--- src/rtl/btn_step_pkg.sv ---
// btn_step_pkg: shared types and default timing for the push-button step controller.
// Optional build macro BTN_STEP_AUTO_REPEAT_EN adds the REPEAT state to the key FSM.
// Defaults assume a 50 MHz clock (10 ms debounce, 0.5 s repeat delay, 0.2 s repeat period).
package btn_step_pkg;

  // Debounce counters are this wide; DEB_CYCLES must fit (max 2^24-1).
  localparam int DEB_W = 24;

  localparam int DEB_CYCLES_DEF    = 500000;
  localparam int REPEAT_DELAY_DEF  = 25000000;
  localparam int REPEAT_PERIOD_DEF = 10000000;

  typedef enum logic [2:0] {
    ST_IDLE,
    ST_PRESS_DEB,
    ST_HELD,
    ST_REL_DEB
`ifdef BTN_STEP_AUTO_REPEAT_EN
    , ST_REPEAT
`endif
  } key_state_e;

endpackage

--- src/rtl/btn_step_if.sv ---
// btn_step_if: raw button/switch inputs and step/dir/pressed outputs of the controller.
// master = board/bench side driving raw inputs, slave = btn_step_ctrl.
// No handshake: step is a single-cycle strobe, dir/pressed are levels.
interface btn_step_if;
  logic key_n;    // raw push-button, active-low
  logic sw_dir;   // raw direction switch, 1 = down
  logic step;     // one-cycle step request
  logic dir;      // debounced direction, stable from press through release
  logic pressed;  // debounced key level

  modport master (output key_n, output sw_dir, input step, input dir, input pressed);
  modport slave  (input key_n, input sw_dir, output step, output dir, output pressed);
endinterface

--- src/rtl/btn_step_ctrl_sync_debounce.sv ---
// sync_debounce: 2-flop synchronizer followed by a stable-for-DEB_CYCLES filter (1 bit).
// Latency: 2 sync cycles + DEB_CYCLES stable cycles before dout_o follows a change.
// No backpressure; input is a free-running level.
module sync_debounce
  import btn_step_pkg::*;
#(
  parameter int   DEB_CYCLES = DEB_CYCLES_DEF,
  parameter logic SYNC_RST   = 1'b1,
  parameter logic OUT_RST    = 1'b0
) (
  input  logic clk,
  input  logic rst,
  input  logic din_i,
  output logic dout_o
);

  logic [1:0]       sync_q;
  logic [DEB_W-1:0] cnt_q, cnt_d;
  logic             dout_q, dout_d;

  // Synchronizer shift, stable counter and debounced output registers.
  always_ff @(posedge clk) begin
    if (!rst) begin
      sync_q <= {2{SYNC_RST}};
      cnt_q  <= '0;
      dout_q <= OUT_RST;
    end else begin
      sync_q <= {sync_q[0], din_i};
      cnt_q  <= cnt_d;
      dout_q <= dout_d;
    end
  end

  // Count consecutive cycles the synchronized input differs from the output; any agreement restarts.
  always_comb begin
    cnt_d  = '0;
    dout_d = dout_q;
    if (sync_q[1] != dout_q) begin
      if (cnt_q >= DEB_W'(DEB_CYCLES - 1)) begin
        dout_d = sync_q[1];
        cnt_d  = '0;
      end else begin
        cnt_d = cnt_q + 1'b1;
      end
    end
  end

  assign dout_o = dout_q;

endmodule

--- src/rtl/btn_step_ctrl.sv ---
// btn_step_ctrl: debounced push-button to single-cycle step strobe plus locked direction.
// Latency: first raw key_n low sample to step = DEB_CYCLES+3 cycles; release produces no step.
// No backpressure; build with BTN_STEP_AUTO_REPEAT_EN for held-key auto-repeat steps.
module btn_step_ctrl
  import btn_step_pkg::*;
#(
  parameter int DEB_CYCLES    = DEB_CYCLES_DEF,
  parameter int REPEAT_DELAY  = REPEAT_DELAY_DEF,
  parameter int REPEAT_PERIOD = REPEAT_PERIOD_DEF
) (
  input logic       clk,
  input logic       rst,
  btn_step_if.slave btn_if
);

  // Elaboration-time range checks on the timing parameters.
  if (DEB_CYCLES < 2 || DEB_CYCLES > (2**DEB_W) - 1) begin : g_bad_deb
    $error("DEB_CYCLES out of range 2..2^24-1");
  end
  if (REPEAT_DELAY < 1 || REPEAT_PERIOD < 2) begin : g_bad_rep
    $error("REPEAT_DELAY must be >= 1 and REPEAT_PERIOD >= 2");
  end

  logic [1:0]       key_sync_q;
  logic             key_s;
  key_state_e       state_q, state_d;
  logic [DEB_W-1:0] cnt_q, cnt_d;
  logic             step_q, step_d;
  logic             dir_q;
  logic             dir_deb;
`ifdef BTN_STEP_AUTO_REPEAT_EN
  logic [31:0]      rep_q, rep_d;
  logic             rep_wrap;
`endif

  assign key_s = key_sync_q[1];

  sync_debounce #(
    .DEB_CYCLES (DEB_CYCLES),
    .SYNC_RST   (1'b1),
    .OUT_RST    (1'b0)
  ) u_dir_deb (
    .clk    (clk),
    .rst    (rst),
    .din_i  (btn_if.sw_dir),
    .dout_o (dir_deb)
  );

  // Key synchronizer plus FSM state, debounce counter and step strobe registers.
  always_ff @(posedge clk) begin
    if (!rst) begin
      key_sync_q <= 2'b11;
      state_q    <= ST_IDLE;
      cnt_q      <= '0;
      step_q     <= 1'b0;
    end else begin
      key_sync_q <= {key_sync_q[0], btn_if.key_n};
      state_q    <= state_d;
      cnt_q      <= cnt_d;
      step_q     <= step_d;
    end
  end

`ifdef BTN_STEP_AUTO_REPEAT_EN
  // Repeat counter: held time before the first repeat, then spacing between repeats.
  always_ff @(posedge clk) begin
    if (!rst) rep_q <= '0;
    else      rep_q <= rep_d;
  end

  assign rep_wrap = (rep_q == 32'(REPEAT_PERIOD - 1));
`endif

  // Next-state: each debounce phase needs DEB_CYCLES consecutive agreeing cycles; counter stops there.
  always_comb begin
    state_d = state_q;
    cnt_d   = cnt_q;
`ifdef BTN_STEP_AUTO_REPEAT_EN
    rep_d   = rep_q;
`endif
    case (state_q)
      ST_IDLE: begin
        if (!key_s) begin
          state_d = ST_PRESS_DEB;
          cnt_d   = '0;
        end
      end
      ST_PRESS_DEB: begin
        if (key_s) begin
          state_d = ST_IDLE;
          cnt_d   = '0;
        end else if (cnt_q >= DEB_W'(DEB_CYCLES)) begin
          state_d = ST_HELD;
          cnt_d   = '0;
`ifdef BTN_STEP_AUTO_REPEAT_EN
          rep_d   = '0;
`endif
        end else begin
          cnt_d = cnt_q + 1'b1;
        end
      end
      ST_HELD: begin
        if (key_s) begin
          state_d = ST_REL_DEB;
          cnt_d   = '0;
        end
`ifdef BTN_STEP_AUTO_REPEAT_EN
        else if (rep_q == 32'(REPEAT_DELAY - 1)) begin
          state_d = ST_REPEAT;
          rep_d   = '0;
        end else begin
          rep_d = rep_q + 1'b1;
        end
`endif
      end
      ST_REL_DEB: begin
        if (!key_s) begin
          state_d = ST_HELD;
          cnt_d   = '0;
`ifdef BTN_STEP_AUTO_REPEAT_EN
          rep_d   = '0;
`endif
        end else if (cnt_q >= DEB_W'(DEB_CYCLES)) begin
          state_d = ST_IDLE;
          cnt_d   = '0;
        end else begin
          cnt_d = cnt_q + 1'b1;
        end
      end
`ifdef BTN_STEP_AUTO_REPEAT_EN
      ST_REPEAT: begin
        if (key_s) begin
          state_d = ST_REL_DEB;
          cnt_d   = '0;
        end else if (rep_wrap) begin
          rep_d = '0;
        end else begin
          rep_d = rep_q + 1'b1;
        end
      end
`endif
      default: begin
        state_d = ST_IDLE;
        cnt_d   = '0;
      end
    endcase
  end

  // Outputs: step on accepted press (and repeat events), pressed while the key is debounced down.
  always_comb begin
    step_d = (state_q == ST_PRESS_DEB) && (state_d == ST_HELD);
`ifdef BTN_STEP_AUTO_REPEAT_EN
    step_d = step_d
           || ((state_q == ST_HELD)   && (state_d == ST_REPEAT))
           || ((state_q == ST_REPEAT) && (state_d == ST_REPEAT) && rep_wrap);
    btn_if.pressed = (state_q == ST_HELD) || (state_q == ST_REL_DEB) || (state_q == ST_REPEAT);
`else
    btn_if.pressed = (state_q == ST_HELD) || (state_q == ST_REL_DEB);
`endif
  end

  // Direction only follows the debounced switch while idle, so it is frozen across a press.
  always_ff @(posedge clk) begin
    if (!rst)                    dir_q <= 1'b0;
    else if (state_q == ST_IDLE) dir_q <= dir_deb;
  end

  assign btn_if.step = step_q;
  assign btn_if.dir  = dir_q;

endmodule

--- src/flat_wrapper.sv ---
// flat-port wrapper written by rule: the top's interface ports become plain ports
module btn_step_ctrl_flat import btn_step_pkg::*;
#(
  parameter int DEB_CYCLES    = DEB_CYCLES_DEF,
  parameter int REPEAT_DELAY  = REPEAT_DELAY_DEF,
  parameter int REPEAT_PERIOD = REPEAT_PERIOD_DEF
)
  (clk, rst, btn_if_key_n, btn_if_sw_dir, btn_if_step, btn_if_dir, btn_if_pressed);
  btn_step_if btn_if_i ();
  input logic clk;
  input logic rst;
  input wire logic [$bits(btn_if_i.key_n)-1:0] btn_if_key_n;
  input wire logic [$bits(btn_if_i.sw_dir)-1:0] btn_if_sw_dir;
  output wire logic [$bits(btn_if_i.step)-1:0] btn_if_step;
  output wire logic [$bits(btn_if_i.dir)-1:0] btn_if_dir;
  output wire logic [$bits(btn_if_i.pressed)-1:0] btn_if_pressed;
  assign btn_if_i.key_n = btn_if_key_n;
  assign btn_if_i.sw_dir = btn_if_sw_dir;
  assign btn_if_step = btn_if_i.step;
  assign btn_if_dir = btn_if_i.dir;
  assign btn_if_pressed = btn_if_i.pressed;
  btn_step_ctrl #(.DEB_CYCLES(DEB_CYCLES), .REPEAT_DELAY(REPEAT_DELAY), .REPEAT_PERIOD(REPEAT_PERIOD)) u_core (.clk(clk), .rst(rst), .btn_if(btn_if_i));
endmodule
--- config.mk ---
export PLATFORM = sky130hd
export DESIGN_NAME = btn_step_ctrl_flat
export DESIGN_NICKNAME = d
export VERILOG_FILES = /design/src/rtl/btn_step_pkg.sv /design/src/rtl/btn_step_if.sv /design/src/rtl/btn_step_ctrl_sync_debounce.sv /design/src/rtl/btn_step_ctrl.sv /design/src/flat_wrapper.sv
export SDC_FILE = /design/constraint.sdc
export NUM_CORES = 1
export LEC_CHECK = 0
export BUFFER_PORTS_ARGS = -buffer_cell sky130_fd_sc_hd__clkbuf_2
export CORE_UTILIZATION = 30
export CTS_BUF_LIST = sky130_fd_sc_hd__clkbuf_4
export CTS_CLUSTER_DIAMETER = 40
export DETAILED_ROUTE_END_ITERATION = 7
export GPL_TIMING_DRIVEN = 0
export PLACE_DENSITY = 0.49
export SLEW_MARGIN = 20
export SYNTH_ARGS = -nofsm -noshare
export SYNTH_HDL_FRONTEND = slang
export SYNTH_SLANG_ARGS = --single-unit
export TNS_END_PERCENT = 30
--- constraint.sdc ---
create_clock -name clk -period 5.5 [get_ports clk]
set_clock_uncertainty 0.15 [all_clocks]
set_input_delay 1.1 -clock clk [delete_from_list [all_inputs] [get_ports clk]]
set_output_delay 1.1 -clock clk [all_outputs]
set_load 0.01 [all_outputs]
==> results of run 1 <==
area by class of cell:
class	instances	area (sq um)	area share (%)
Tap cell	102	128	4.47
Clock buffer	9	67.6	2.37
Inverter	6	22.5	0.788
Timing Repair Buffer	6	30.0	1.05
Sequential cell	58	1160	40.6
Multi-Input combinational cell	205	1270	44.5
Buffer	6	36.3	1.27
Clock inverter	7	141	4.95
Yosys cell counts, types with 2 or more instances:
cell      instances
a21oi_1           6
buf_2             2
clkbuf_1          2
and3_1            8
nand2_1          16
or2_2             2
ha_1              3
o21ai_0           4
a31oi_1           2
inv_1             6
and3_2            2
nand2b_1          5
nand4_1           9
nor2b_1           5
nor3_1            9
or4_4             2
dfxtp_1          58
o31ai_1           2
nor2_1           47
nor4_1            4
or4_1             4
nand3_1          10
xnor2_1          16
and4_1            4
xor2_1           18
o41ai_1           2
stage by stage:
stage	total power (W)	utilization, %	std cells
after floorplan	0.000447	-	275
after global placement	0.000453	33.7	383
after detailed placement	0.000453	33.7	383
after CTS	0.000893	36.4	399
after global routing	0.000915	36.4	399
final	0.000880	36.4	399
path summary, 6_finish.rpt:
check / slack (ps) / startpoint / depth (start not counted) / to
setup / recovery: 2840 / u_core.u_dir_deb.cnt_q[0]$_SDFF_PP0_ / 8 / u_core.u_dir_deb.cnt_q[15]$_SDFF_PP0_
hold / removal: 270 / u_core.u_dir_deb.sync_q[0]$_SDFF_PN1_ / 1 / u_core.u_dir_deb.sync_q[1]$_SDFF_PN1_
setup reg to reg: 2840 / u_core.u_dir_deb.cnt_q[0]$_SDFF_PP0_ / 8 / u_core.u_dir_deb.cnt_q[15]$_SDFF_PP0_
hold reg to reg: 270 / u_core.u_dir_deb.sync_q[0]$_SDFF_PN1_ / 1 / u_core.u_dir_deb.sync_q[1]$_SDFF_PN1_
where the power goes:
| part | switching (W) | internal (W) |
|---|---|---|
| Combinational | 0.00000909 | 0.00000609 |
| Sequential | 0.00000299 | 0.000425 |
| Clock | 0.000161 | 0.000276 |
cell families after synthesis:
| family | count (synthesis) |
|---|---|
| buffers and inverters | 12 |
| muxes | 1 |
| xor gates and xnor gates | 34 |
| AOI/OAI and AO/OA | 29 |
| adders and majority gates | 3 |
| DFF | 58 |
| other | 1 |
| and+or+nand+nor | 132 |
state kept, by name, summed over array words and instances, names as in the netlist:
signal,count
u_core.u_dir_deb.sync_q,2
u_core.u_dir_deb.dout_o,1
u_core.key_sync_q,2
u_core.btn_if.step,1
u_core.cnt_q,24
u_core.btn_if.dir,1
u_core.state_q,3
u_core.u_dir_deb.cnt_q,24
routing by layer:
layer	part of all wire, %	global-route usage, %	wire, um
met5	0	0	0
met4	1.6	5.38	70
met3	3.0	3.86	136
met2	40	16.4	1830
met1	55	16.5	2480
==> results.md, run 1 <==
* Synth Flop Type: dfxtp_1
* Post-synthesis mux area share at 0.405%
* DR iter-0 viols at 78
* First-pass GRT wire length at 8.14 mm
* Pre-CTS setup slack at 2860 ps
* Cell Pwr Density at 308 nW/um^2
* Inserted Clock Buffers at 9
* Slowest-stage cell, CP: or4_1
* Clock transition at path regs at 110 ps
* Leak Pwr at 0.990 nW
* Setup_tns at 0 ps
* DRC violations left at 0
* Maxcap violations at 0
* Mapped Cells at 270
* Number of synthesized flops with an enable pin at 0
* Max VDD drop at 0.152 mV
* Chip Height at 92.8 um
* Number of diodes at 0
* CP max FO at 10
* Area leader, netlist: dfxtp_1
* Nets at 299
* Crit-path leading delay family: simple AND/OR/NAND/NOR gates
* Initial Util at 31.5%
* Drt total wl at 4.52 mm
* Final WS setup at 2840 ps
* Largest family of logic cells by synthesized area: simple AND/OR/NAND/NOR gates
* Hold_ws at 265 ps
* Die area at 8600 sq um
* Mapped cell area at 2470 sq um
* Worst path cell trace: ha_1 -> and4_1 -> o41ai_1 -> a211oi_1 -> or4_1 -> buf_2 -> buf_2 -> nor2_1
* WP data required at 5680 ps
* Clock Latency Late Sink at 390 ps
* Data arrival, critical path at 2840 ps
* Outcome: complete, no violations
* Tightest Pin Transition at 742 ps
* Yosys warns at 0
* Setup crit end kind: flip-flop
* RSZ-0062 raised after global routing: false
* Via count at 1869
* PostCTS Resize Cnt at 0
* Vias in the first global route at 1766
* Routability cong. at 0.786
* CTS tree: yes
* Worst Setup Start Kind: flip-flop
* Filler instances at 866
* Final min period at 2660 ps
* WS Path Type: flip-flop to flip-flop
* Final Cell Area at 2860 sq um
* DR vias/cell at 4.68
* DR WL/cell at 11.3 um
* CTS hold repair buffers at 0
* Commonest non-fill, non-tap cells in the layout: dfxtp_1 (58), nor2_1 (47), xor2_1 (18)
* Compound-Gate Fraction of Synth Area at 8.76%
* Initial antenna violation count at 0
* Synth Area in Adders at 1.52%
* Top post-synthesis cells by area: dfxtp_1 (47%), nor2_1 (7.1%), xor2_1 (6.4%)
* Slew Viols, Final at 0
* Final Hold Fails at 0
* Most used cell, CP: buf_2
* Drt pass-1 iters at 4
* #FFs+latches synth at 58
* Hold Path Class: flip-flop to flip-flop
* Hpwl dp at 3.09 mm
* CP max stage delay at 510 ps
* All-layer global routing usage at 11.9%
* Final period util at 48.3%
* Seq/Total Area, Yosys at 47.0%
* Io pins at 7
* F_max at 376 MHz
* GRT overflow at 0
* Row count at 32
* CP bufs+invs at 2
* Postcts setup bufs at 0
* FFs w/ async S/R, synth at 0%
* Largest net degree at the start of global routing at 12
* Port-buffer cells at 6
* Synth Area in XOR/XNOR at 12.1%
* Die width at 92.8 um
* Commonest non-fill, non-tap cell in the layout: dfxtp_1
* Placed cell area at 2650 sq um
* Area Overhead vs Synth at 15.6%
* Slew HR at 50.4%
* CTS H-tree depth at 3
* Post-synth top area share at 47.0%
* Antenna viol nets, final at 0
* Layout cells sized above 1 at 12.8%
* Synth Area in Simple Gates at 27.7%
* Core ar. at 7850 sq um
* Clk Tree Root Cell: clkbuf_4
* Final setup violating endpoints at 0
* Synth cell types at 48
* Post-Syn Area per Cell at 9.15 sq um
* Clock Sinks at 58
* Clock Path Buffers at 2
No activity file was read; power rests on OpenSTA's default activity.
==> inputs of run 2 (changes only) <==
clock period = 2.8 ns   (was 5.5 ns; I/O delays follow)
==> run 2 against run 1 <==
  * Sequential share of layout area is 0.11 points lower
  * Largest power group unchanged
  * Cell count stayed put
  * Critical path depth stayed put
  * Global-route usage stayed put
  * Largest cell class unchanged
  * First-iteration DRC count is 5.1% lower
==> results.md, run 2 (synthesis gave the netlist of run 1 again) <==
* Outcome: complete, no violations
* Worst Setup Start Kind: flip-flop
* Clock Path Buffers at 2 (unchanged)
* Pwr Total at 0.00173 W (+96%)
* Most used cell, CP: buf_2
* Port-buffer cells at 6 (unchanged)
* Filler instances at 864 (-0.23%)
* Clock Sinks at 58 (unchanged)
* Chip Height at 92.8 um (unchanged)
* CP max FO at 10 (unchanged)
* Vias in the first global route at 1766 (unchanged)
* DR WL/cell at 11.3 um (+0.24%)
* DR vias/cell at 4.69 (about the same)
* GRT Max-Usage Layer: met1
* F_max at 392 MHz (+4.1%)
* DR iter-0 viols at 74 (-5.1%)
* Met1 usage at 16.5% (unchanged)
* Die width at 92.8 um (unchanged)
* Placed cell area at 2650 sq um (unchanged)
* Tightest Pin Transition at 742 ps (unchanged)
* Maxcap violations at 0 (unchanged)
* Met2 Use GR at 16.4% (unchanged)
* Clock Latency Late Sink at 390 ps (about the same)
* Drt pass-1 iters at 4 (unchanged)
* Clock transition at path regs at 110 ps (about the same)
* Largest registers: u_core.cnt_q (24), u_core.u_dir_deb.cnt_q (24), u_core.state_q (3)
* All-layer global routing usage at 11.9% (unchanged)
* Setup_tns at 0 ps (unchanged)
* Die area at 8600 sq um (unchanged)
* Reg2Reg Depth at 8 (unchanged)
* Final setup violating endpoints at 0 (unchanged)
* Data arrival, critical path at 2730 ps (-110 ps)
* Final Cell Area at 2860 sq um (+0.26%)
* Combinational Power Share at 1.7% (about the same)
* Drt total wl at 4.53 mm (+0.24%)
* WS Path Type: flip-flop to flip-flop
* Max VDD drop at 0.298 mV (+96%)
* First-pass GRT wire length at 8.14 mm (unchanged)
* Antenna viol nets, final at 0 (unchanged)
* Slowest-stage cell, CP: or4_1
* CTS hold repair buffers at 0 (unchanged)
* Met3 Use GR at 3.86% (unchanged)
* Layout cells sized above 1 at 13.1% (+0.34 points)
* Clk Tree Root Cell: clkbuf_4
* Hpwl dp at 3.09 mm (unchanged)
* Inserted Clock Buffers at 9 (unchanged)
* RR Endpoint: u_core.u_dir_deb.cnt_q[15]$_SDFF_PP0_
* Io pins at 7 (unchanged)
* Worst Min Path Start: btn_if_key_n
* Final min period at 2550 ps (-105 ps)
* Final period util at 91.2% (+43 points)
* Hold_ws at 190 ps (-74.7 ps)
* Via count at 1870 (+0.054%)
* Number of diodes at 0 (unchanged)
* Final Hold Fails at 0 (unchanged)
* Initial antenna violation count at 0 (unchanged)
* Commonest non-fill, non-tap cell in the layout: dfxtp_1
* Switch share at 19.7% (about the same)
* RSZ-0062 raised after global routing: false
* CP max stage delay at 510 ps (about the same)
* Routability cong. at 0.786 (unchanged)
* CTS tree: yes
* Crit-path leading delay family: simple AND/OR/NAND/NOR gates
* WP depth at 8 (unchanged)
* WP data required at 2980 ps (-2700 ps)
* Worst reg2reg path startpoint: u_core.u_dir_deb.cnt_q[0]$_SDFF_PP0_
* Nets at 299 (unchanged)
* Setup crit end kind: flip-flop
* Sw power at 0.000341 W (+96%)
* Cell Pwr Density at 603 nW/um^2 (+96%)
* Largest net degree at the start of global routing at 12 (unchanged)
* Slew Viols, Final at 0 (unchanged)
* Hold Path Class: input port to flip-flop
* DRC violations left at 0 (unchanged)
* Clock power share at 49.7% (about the same)
* Endpoint, Worst Hold: u_core.key_sync_q[0]$_SDFF_PN1_
* Worst path cell trace: ha_1 -> and4_1 -> o41ai_2 -> a211oi_1 -> or4_1 -> buf_2 -> buf_2 -> nor2_1
* CTS H-tree depth at 3 (unchanged)
* R2R setup slack at 250 ps (-2590 ps)
* Row count at 32 (unchanged)
* Area Overhead vs Synth at 15.9%
* Slew HR at 50.4% (unchanged)
* Initial Util at 31.5% (unchanged)
* Core ar. at 7850 sq um (unchanged)
* CP bufs+invs at 2 (unchanged)
* GRT overflow at 0 (unchanged)
* Commonest non-fill, non-tap cells in the layout: dfxtp_1 (58), nor2_1 (47), xor2_1 (18)
* Hold Crit Depth at 2 (+1)
* Leak Pwr at 1.00 nW (+1.0%)
* Post-layout util at 36.5% (+0.096 points)
* Seq pwr share at 48.6% (about the same)
* Cell-internal power at 0.00139 W (+96%)
==> run 2: area by class of cell <==
cell class / instances / area [sq um] / share of cell area [%]
multi-input combinational: 205 / 1280 / 44.6
sequential: 58 / 1160 / 40.5
clock inverter: 7 / 141 / 4.94
tap: 102 / 128 / 4.46
clock buffer: 9 / 67.6 / 2.36
buffer: 6 / 36.3 / 1.27
timing repair buffer: 6 / 30.0 / 1.05
inverter: 6 / 22.5 / 0.786
==> run 2: routing by layer <==
metal / vias to the layer above / share of wire [%]
li1: 980 / -
met1: 865 / 55
met2: 19 / 40
met3: 6 / 3.0
met4: 0 / 1.5
met5: - / 0
==> run 2: worst max path at each step <==
| stage | from | to | slack, ps |
|---|---|---|---|
| after global routing | u_core.u_dir_deb.cnt_q[0]$_SDFF_PP0_ | u_core.u_dir_deb.cnt_q[3]$_SDFF_PP0_ | 50 |
| after floorplan | u_core.u_dir_deb.cnt_q[0]$_SDFF_PP0_ | u_core.u_dir_deb.cnt_q[14]$_SDFF_PP0_ | 520 |
| final | u_core.u_dir_deb.cnt_q[0]$_SDFF_PP0_ | u_core.u_dir_deb.cnt_q[15]$_SDFF_PP0_ | 250 |
| after global placement | u_core.u_dir_deb.cnt_q[0]$_SDFF_PP0_ | u_core.u_dir_deb.cnt_q[16]$_SDFF_PP0_ | 160 |
| after CTS | u_core.u_dir_deb.cnt_q[0]$_SDFF_PP0_ | u_core.u_dir_deb.cnt_q[15]$_SDFF_PP0_ | 110 |
| after detailed placement | u_core.u_dir_deb.cnt_q[0]$_SDFF_PP0_ | u_core.u_dir_deb.cnt_q[4]$_SDFF_PP0_ | 160 |
==> run 2: metrics by stage <==
| step | cells | worst slack [ps] |
|---|---|---|
| after floorplan | 275 | 515 |
| after global placement | 383 | 159 |
| after detailed placement | 383 | 164 |
| after CTS | 399 | 110 |
| after global routing | 399 | 49.5 |
| final | 399 | 247 |
==> run 2: power by group through the flow <==
stage | registers [W] | logic (W) | clock network [W]
after CTS | 0.000840 | 0.0000304 | 0.000884
after global placement | 0.000859 | 0.0000299 | 0
after floorplan | 0.000858 | 0.0000207 | 0
after global routing | 0.000842 | 0.0000349 | 0.000921
final | 0.000840 | 0.0000298 | 0.000859
after detailed placement | 0.000859 | 0.0000302 | 0
==> run 2: worst register-to-register path, delay by kind of cell, from the launching register on <==
kind	cells	cell delay, ps
simple gates	3	890
compound gates	2	430
buf+inv	2	400
flops	1	360
fa+ha+maj	1	260
==> run 2: what timing repair did <==
| action | CTS | global route |
|---|---|---|
| hold endpoints to repair | 0 | 0 |
| endpoints found under the setup margin | 0 | 10 |
| gates resized for setup | 0 | 1 |
| setup buffers | 0 | 0 |
==> inputs of run 3 (changes only) <==
CORE_MARGIN = 3   (was not set)
==> run 3 against run 2 <==
  * Wire length increased by 2.8%
  * Global-route usage decreased by 0.96 points
  * Critical path depth unchanged
  * Register-to-register slack about the same
  * Clock-buffer cell count increased by 1
  * Worst hold slack improved by 2.4 ps
  * Sequential power about the same
  * Sequential cell count unchanged
  * Sequential share of layout area increased by 0.76 points
  * Clock power decreased by 21%
  * Via count increased by 0.11%
  * Cell count unchanged
  * Largest cell class unchanged
==> results.md, run 3 (synthesis gave the netlist of run 1 again) <==
* Crit-path leading delay family: simple AND/OR/NAND/NOR gates
* Clock Path Buffers at 2 (unchanged)
* Final period util at 90.7% (-0.52 points)
* Row count at 32 (unchanged)
* Tightest Pin Transition at 752 ps (+9.24 ps)
* CTS tree: yes
* Placed cell area at 2650 sq um (unchanged)
* Routability cong. at 0.773 (-1.6%)
* Commonest non-fill, non-tap cell in the layout: dfxtp_1
* Outcome: complete, no violations
* Data arrival, critical path at 2720 ps (about the same)
* Largest net degree at the start of global routing at 11 (-1)
* Final Cell Area at 2810 sq um (-1.8%)
* DR WL/cell at 11.7 um (+2.8%)
* WP depth at 8 (unchanged)
* RSZ-0062 raised after global routing: false
* Die width at 96.8 um (+4.3%)
* Number of diodes at 0 (unchanged)
* CP max FO at 10 (unchanged)
* Vias in the first global route at 1823 (+3.2%)
* RR Endpoint: u_core.u_dir_deb.cnt_q[14]$_SDFF_PP0_
* Die area at 9360 sq um (+8.8%)
* Inserted Clock Buffers at 9 (unchanged)
* Commonest non-fill, non-tap cells in the layout: dfxtp_1 (58), nor2_1 (47), xor2_1 (18)
* Initial Util at 31.5% (unchanged)
* Slew HR at 49.8% (-0.62 points)
* DRC violations left at 0 (unchanged)
* Via count at 1872 (+0.11%)
* Core ar. at 7850 sq um (unchanged)
* Port-buffer cells at 6 (unchanged)
* Drt pass-1 iters at 4 (unchanged)
* Filler instances at 864 (unchanged)
* Hold Path Class: input port to flip-flop
* Initial antenna violation count at 0 (unchanged)
* Clock Sinks at 58 (unchanged)
* Seq. cell area at 1160 sq um (unchanged)
* Worst Setup Start Kind: flip-flop
* Chip Height at 96.8 um (+4.3%)
* Clock transition at path regs at 100 ps (about the same)
* Nets at 299 (unchanged)
* Setup crit end kind: flip-flop
* Setup_tns at 0 ps (unchanged)
* CP bufs+invs at 2 (unchanged)
* R2R setup slack at 260 ps (about the same)
* Worst reg2reg path startpoint: u_core.u_dir_deb.cnt_q[0]$_SDFF_PP0_
* Most used cell, CP: buf_2
* First-pass GRT wire length at 8.29 mm (+1.9%)
* Largest registers: u_core.cnt_q (24), u_core.u_dir_deb.cnt_q (24), u_core.state_q (3)
* GRT overflow at 0 (unchanged)
* Crit. Startpoint: u_core.u_dir_deb.cnt_q[0]$_SDFF_PP0_
* CTS H-tree depth at 3 (unchanged)
* Drt total wl at 4.65 mm (+2.8%)
* CP max stage delay at 510 ps (about the same)
* DR vias/cell at 4.69 (+0.11%)
* Clock Latency Late Sink at 400 ps (about the same)
* Slew Viols, Final at 0 (unchanged)
* Clk Tree Root Cell: clkbuf_4
* Reg2Reg Depth at 8 (unchanged)
* Final min period at 2540 ps (-14.7 ps)
* WS Path Type: flip-flop to flip-flop
* Postcts setup bufs at 0 (unchanged)
* Slowest-stage cell, CP: or4_1
* Antenna viol nets, final at 0 (unchanged)
* WP data required at 2980 ps (about the same)
* Final setup violating endpoints at 0 (unchanged)
* Cell Pwr Density at 551 nW/um^2 (-8.6%)
* Maxcap violations at 0 (unchanged)
* Io pins at 7 (unchanged)
* Worst path cell trace: ha_1 -> and4_1 -> o41ai_2 -> a211oi_1 -> or4_1 -> buf_2 -> buf_2 -> nor2_1
* F_max at 394 MHz (+0.58%)
* DR iter-0 viols at 42 (-43%)
* Final Hold Fails at 0 (unchanged)
* Max VDD drop at 0.337 mV (+13%)
* Leak Pwr at 0.977 nW (-2.2%)
* CTS hold repair buffers at 0 (unchanged)
* Layout cells sized above 1 at 12.8% (-0.34 points)
* Area Overhead vs Synth at 13.8%
* CP endpoint: u_core.u_dir_deb.cnt_q[14]$_SDFF_PP0_
* All-layer global routing usage at 10.9% (-0.96 points)
* Multi-input logic area at 1280 sq um (unchanged)
* Hpwl dp at 3.25 mm (+5.0%)
[run 3: per-stage QoR]
stage                     setup slack [ps]  instances  hold slack (ps)  utilization, %  power (W)
after floorplan                        515        275              236               -   0.000879
after global placement                 156        383              242            33.7   0.000889
after detailed placement               199        383              253            33.7   0.000889
after CTS                              153        399              171            35.7    0.00157
after global routing                  39.2        399              169            35.8    0.00163
final                                  262        399              193            35.8    0.00155
[run 3: what timing repair did]
action | 4_1_cts | 5_1_grt
endpoints found under the hold margin | 0 | 0
setup endpoints to repair | 0 | 10
gates resized for setup | 0 | 1
[run 3: layout make-up]
class | count | share of cell area [%]
buffer | 6 | 1.29
clock buffer | 10 | 2.67
clock inverter | 6 | 2.89
inverter | 6 | 0.801
multi-input combinational | 205 | 45.4
sequential | 58 | 41.3
tap | 102 | 4.54
timing repair buffer | 6 | 1.07
[run 3: power by group]
group / internal (W) / switching [W] / leakage (nW)
Sequential: 0.000834 / 0.00000590 / 0.471
Clock: 0.000366 / 0.000314 / 0.0838
Combinational: 0.0000120 / 0.0000177 / 0.423
[run 3: layer usage]
metal  wire (um)  global-route usage [%]  share of wire (%)
met2        1970                    15.7                 42
met3         156                    3.39                3.4
met5           0                       0                  0
met4         103                    5.94                2.2
met1        2420                    14.5                 52
[run 3: how the worst min path moves through the flow]
stage | startpoint | endpoint | slack [ps] | depth (start not counted)
after floorplan | u_core.key_sync_q[0]$_SDFF_PN1_ | u_core.key_sync_q[1]$_SDFF_PN1_ | 240 | 1
after global placement | u_core.key_sync_q[0]$_SDFF_PN1_ | u_core.key_sync_q[1]$_SDFF_PN1_ | 240 | 1
after global routing | btn_if_sw_dir | u_core.u_dir_deb.sync_q[0]$_SDFF_PN1_ | 170 | 2
after detailed placement | u_core.u_dir_deb.sync_q[0]$_SDFF_PN1_ | u_core.u_dir_deb.sync_q[1]$_SDFF_PN1_ | 250 | 1
final | btn_if_sw_dir | u_core.u_dir_deb.sync_q[0]$_SDFF_PN1_ | 190 | 2
after CTS | btn_if_sw_dir | u_core.u_dir_deb.sync_q[0]$_SDFF_PN1_ | 170 | 2
[run 3: worst register-to-register path, stage by stage, from the launching register on]
cell and delay [ps]:
dfxtp_1 360, ha_1 260, and4_1 270, o41ai_2 240
a211oi_1 180, or4_1 510, buf_2 190, buf_2 210
nor2_1 120
